--- src/rtl/mips_regfile_sb.sv ---
// mips_regfile_sb: parametrised MIPS register file with NRD combinational read
// ports, one write-back port and a per-register scoreboard of pending loads.
// Optional feature macro: RF_BYPASS_EN (same-cycle write-to-read bypass).
//
// Interface protocol: there is no valid/ready handshake. wr_en and busy_set
// are single-cycle commands, and they are always accepted at the posedge
// where they are high. rd_en qualifies a read port. rd_data and rd_stall are
// valid in the same cycle as rd_en/rd_addr.
module mips_regfile_sb #(
  parameter int DATA_W = 32,
  parameter int ADDR_W = 5,
  parameter int NRD    = 2
) (
  input  logic                  clk,
  input  logic                  rst,
  input  logic [NRD-1:0]        rd_en,
  input  logic [NRD*ADDR_W-1:0] rd_addr,
  output logic [NRD*DATA_W-1:0] rd_data,
  output logic [NRD-1:0]        rd_stall,
  input  logic                  wr_en,
  input  logic [ADDR_W-1:0]     wr_addr,
  input  logic [DATA_W-1:0]     wr_data,
  input  logic                  busy_set,
  input  logic [ADDR_W-1:0]     busy_addr,
  output logic [ADDR_W:0]       busy_cnt,
  output logic                  sb_err
);

  localparam int NREG = 2 ** ADDR_W;

  logic [DATA_W-1:0] regs [NREG];
  logic [NREG-1:0]   busy;
  logic [NREG-1:0]   busy_n;
  logic [ADDR_W:0]   cnt_q;
  logic              err_q;

  // Writes, sets and clears that target r0 are dropped at the source.
  logic wr_hit;
  logic set_hit;
  logic same_addr;
  logic cnt_inc;
  logic cnt_dec;
  logic err_now;

  assign wr_hit    = wr_en && (wr_addr != '0);
  assign set_hit   = busy_set && (busy_addr != '0);
  assign same_addr = wr_hit && (wr_addr == busy_addr);

  // A set wins over a clear to the same register. The count then moves only
  // when the register was idle before this edge.
  assign cnt_inc = set_hit && !busy[busy_addr];
  assign cnt_dec = wr_hit && busy[wr_addr] && !(set_hit && same_addr);
  // A second load to a still-pending register is a protocol error. It is not
  // an error when the pending load returns in the same cycle.
  assign err_now = set_hit && busy[busy_addr] && !same_addr;

  // Read ports: gated to zero on reset, when disabled, or on r0.
  for (genvar i = 0; i < NRD; i++) begin : g_rd
    logic [ADDR_W-1:0] a;
    logic              live;
    logic              byp;
    assign a    = rd_addr[i*ADDR_W +: ADDR_W];
    assign live = !rst && rd_en[i] && (a != '0);
`ifdef RF_BYPASS_EN
    assign byp  = wr_hit && (wr_addr == a);
`else
    assign byp  = 1'b0;
`endif
    assign rd_data[i*DATA_W +: DATA_W] = !live ? '0 : (byp ? wr_data : regs[a]);
    assign rd_stall[i] = live && busy[a] && !byp;
  end

  // Next busy vector: clear on write-back, then set on load issue (set wins).
  always_comb begin
    busy_n = busy;
    if (wr_hit)  busy_n[wr_addr]   = 1'b0;
    if (set_hit) busy_n[busy_addr] = 1'b1;
    busy_n[0] = 1'b0;
  end

  // Register array write-back. r0 is never written, so it keeps its reset zero.
  always_ff @(posedge clk) begin
    if (rst) begin
      for (int k = 0; k < NREG; k++) regs[k] <= '0;
    end else if (wr_hit) begin
      regs[wr_addr] <= wr_data;
    end
  end

  // Scoreboard state: busy bits, pending count and sticky error flag.
  always_ff @(posedge clk) begin
    if (rst) begin
      busy  <= '0;
      cnt_q <= '0;
      err_q <= 1'b0;
    end else begin
      busy  <= busy_n;
      cnt_q <= cnt_q + {{ADDR_W{1'b0}}, cnt_inc} - {{ADDR_W{1'b0}}, cnt_dec};
      if (err_now) err_q <= 1'b1;
    end
  end

  assign busy_cnt = cnt_q;
  assign sb_err   = err_q;

endmodule

--- config.mk ---
export PLATFORM = sky130hd
export DESIGN_NAME = mips_regfile_sb
export DESIGN_NICKNAME = d
export VERILOG_FILES = /design/src/rtl/mips_regfile_sb.sv
export SDC_FILE = /design/constraint.sdc
export NUM_CORES = 2
export LEC_CHECK = 0
export BUFFER_PORTS_ARGS = -buffer_cell sky130_fd_sc_hd__buf_2
export CORE_ASPECT_RATIO = 0.8
export CORE_MARGIN = 2
export CORE_UTILIZATION = 45
export CTS_CLUSTER_DIAMETER = 80
export CTS_CLUSTER_SIZE = 10
export DETAILED_ROUTE_END_ITERATION = 8
export PLACE_DENSITY = 0.65
export SLEW_MARGIN = 25
export SYNTH_ARGS = -nofsm -noshare
export SYNTH_HDL_FRONTEND = slang
export SYNTH_SLANG_ARGS = --single-unit
--- constraint.sdc ---
create_clock -name clk -period 4 [get_ports clk]
set_input_delay 0.8 -clock clk [delete_from_list [all_inputs] [get_ports clk]]
set_output_delay 0.8 -clock clk [all_outputs]
set_load 0.05 [all_outputs]
==> impl_metrics.env <==
export IMPL_num_fill_cells=10001
export IMPL_grt_overflow_total=0
export IMPL_period_needed_ps=3980
export IMPL_cts_tree="built"
export IMPL_final_common_cell="edfxtp_1"
export IMPL_cts_root_buf="clkbuf_16"
export IMPL_slew_viol_final=0
export IMPL_skew_ps=7.16
export IMPL_synthArstFlopShare_pct=0
export IMPL_syn_area_per_cell_um2=15.5
export IMPL_drtIter0Drc=4960
export IMPL_grt_max_degree=69
export IMPL_crit_path_max_fanout=22
export IMPL_fmax_mhz=251
export IMPL_pwr_density_cell_nw_per_um2=404
export IMPL_core_rowCount=116
export IMPL_synth_top_flop_cell="edfxtp_1"
export IMPL_initial_utilization_pct=45.5
export IMPL_hpwl_mm=106
export IMPL_wl_met1_mm=72.4
export IMPL_grt_pass1_wl_mm=254
export IMPL_slew_headroom_pct=33.9
export IMPL_hold_viol=0
export IMPL_final_cell_mix="1,024 x edfxtp_1, 994 x and2_1, 539 x mux4_2"
export IMPL_synth_cell_type_count=56
export IMPL_numCtsBuffers=116
export IMPL_tightest_slew_ps=992
export IMPL_die_x_um=402
export IMPL_clk_pin_slew_ps=60
export IMPL_areaGrowthSynthToFinish_pct=14.1
export IMPL_synth_edf_count=1024
export IMPL_grt_pass1_vias=35150
export IMPL_status="finished clean"
export IMPL_die_y_um=323
export IMPL_min_period_over_period_pct=99.5
export IMPL_yosysWarnings=0
export IMPL_yosys_area_top_type="edfxtp_1"
export IMPL_required_ps=3200
export IMPL_cp_start_kind="input port"
export IMPL_vias_per_cell=6.36
export IMPL_critical_path_arrival_ps=3180
export IMPL_hold_slack_ps=528
export IMPL_htree_num_levels=3
export IMPL_port_buffers=130
export IMPL_core_area_um2=126000
export IMPL_ys_ff_latch=1062
export IMPL_ios=131
export IMPL_finalSetupViolCount=0
export IMPL_num_nets_final=3848
export IMPL_ir_drop_uv=383
export IMPL_clkSinkCount=1062
export IMPL_synth_cells=3684
export IMPL_drive_gt1_share_pct=28.3
export IMPL_gp_congestion=0.952
export IMPL_power_mw=26.4
export IMPL_drc=0
export IMPL_grt_use_total_pct=27.6
export IMPL_p_leak_nw=22.7
export IMPL_drt_total_wl_mm=178
export IMPL_rsz0062_at_grt="false"
export IMPL_critPathKind="in2out"
export IMPL_antenna_found_initial=9
export IMPL_first_pass_iters=5
export IMPL_synthDominantCellAreaShare_pct=53.8
export IMPL_ys_top_cells_by_area="edfxtp_1 54%, mux4_2 21%, and2_1 11%"
export IMPL_ys_seq_area_share_pct=55.1
export IMPL_dieArea_um2=130000
export IMPL_wl_per_cell_um=32.5
export IMPL_final_antenna_net_count=0
export IMPL_ff_latch_area_um2=31500
export IMPL_wl_met2_mm=79.2
export IMPL_postCtsSetupRepairBufs=0
export IMPL_drv_cap=0
export IMPL_max_clock_path_buffers=3
export IMPL_vias=34783
export IMPL_wl_met3_mm=18.4
export IMPL_critPathCaptureType="output pin"
export IMPL_topRoutingLayerUsed="met5"
export IMPL_multiInputGateArea_um2=24300
export IMPL_syn_area_um2=57100
export IMPL_hp_class="reg2reg"
export IMPL_clock_latency_ps=720
[sequential cells by signal, indices dropped and copies added (netlist names)]
| name | count |
|---|---|
| busy_cnt | 6 |
| regs | 1024 |
| sb_err | 1 |
| busy | 31 |
[power by group]
part	internal (mW)	switching, mW
registers	12.8	0.307
logic	1.61	2.00
clock network	5.31	4.31
total	19.7	6.62
[path summary, 6_finish.rpt]
check             start  cells past startpoint     endpoint  slack, ps
min reg2reg      sb_err                      2       sb_err        530
max reg2reg    busy[11]                     14  busy_cnt[4]        800
max          rd_addr[0]                      7  rd_data[26]         20
min              sb_err                      2       sb_err        530
[repair_timing]
action	in CTS	in global routing
setup endpoints to repair	0	3
resized for setup	0	1
hold buffers	0	0
[through the flow]
| stage | instance area (µm²) | utilization, % | setup TNS, ps | worst slack (ps) | std cells |
|---|---|---|---|---|---|
| finish | 65200 | 51.9 | 0 | 19.2 | 5471 |
| CTS | 65200 | 51.9 | 0 | 38.2 | 5463 |
| floorplan | 57300 | - | -90000 | -344 | 3715 |
| global placement | 62000 | 49.4 | 0 | 19.0 | 5315 |
| detailed placement | 62000 | 49.4 | 0 | 32.1 | 5317 |
| global route | 65200 | 51.9 | 0 | 62.1 | 5465 |
[routing by layer]
layer | global-route usage [%] | vias up
li1 | - | 14372
met2 | 41.4 | 1996
met5 | 0 | -
met4 | 10.7 | 4
met3 | 5.92 | 317
met1 | 39.4 | 18094
[logic make-up after synthesis]
family,Yosys count,share of synthesized area [%]
AOI/OAI and AO/OA,216,2.86
xor gates and xnor gates,9,0.138
adders and majority gates,7,0.166
buffers and inverters,421,3.38
DFF,1062,55.1
muxes,810,26.0
other,1,0.00656
and+or+nand+nor,1158,12.3
[cells in the mapped netlist, types with 4 or more instances]
| library cell | instances |
|---|---|
| xor2_1 | 4 |
| buf_1 | 40 |
| inv_1 | 31 |
| nand3b_1 | 8 |
| buf_4 | 16 |
| o21ai_0 | 42 |
| or3_1 | 6 |
| nand3_1 | 10 |
| buf_2 | 43 |
| mux4_2 | 539 |
| ha_1 | 6 |
| clkbuf_2 | 21 |
| nor2b_1 | 8 |
| nor3b_1 | 8 |
| dfxtp_1 | 38 |
| nand2b_1 | 4 |
| nor3_1 | 7 |
| edfxtp_1 | 1024 |
| nand4_1 | 4 |
| nand2_1 | 47 |
| xnor2_1 | 5 |
| o221ai_1 | 64 |
| o22a_1 | 64 |
| mux2i_1 | 269 |
| a21oi_1 | 14 |
| buf_6 | 28 |
| nor2_1 | 48 |
| o22ai_1 | 13 |
| and2_1 | 994 |
| clkbuf_1 | 241 |
[cell type report]
class	instances	share of cell area, %
repair buffers	339	6.16
clock buffers	142	4.73
flip-flops and latches	1062	48.3
inverters	32	0.184
clock inverters	4	0.0825
diodes	8	0.0307
multi-input cells	2232	37.3
well taps	1652	3.17
[worst max-delay path: stages]
cell and delay [ps]:
buf_8 270, buf_12 240, mux4_2 510, mux2i_1 370, o22a_1 400, o221ai_1 280
buf_12 220
(Power assumes the default switching activity.)
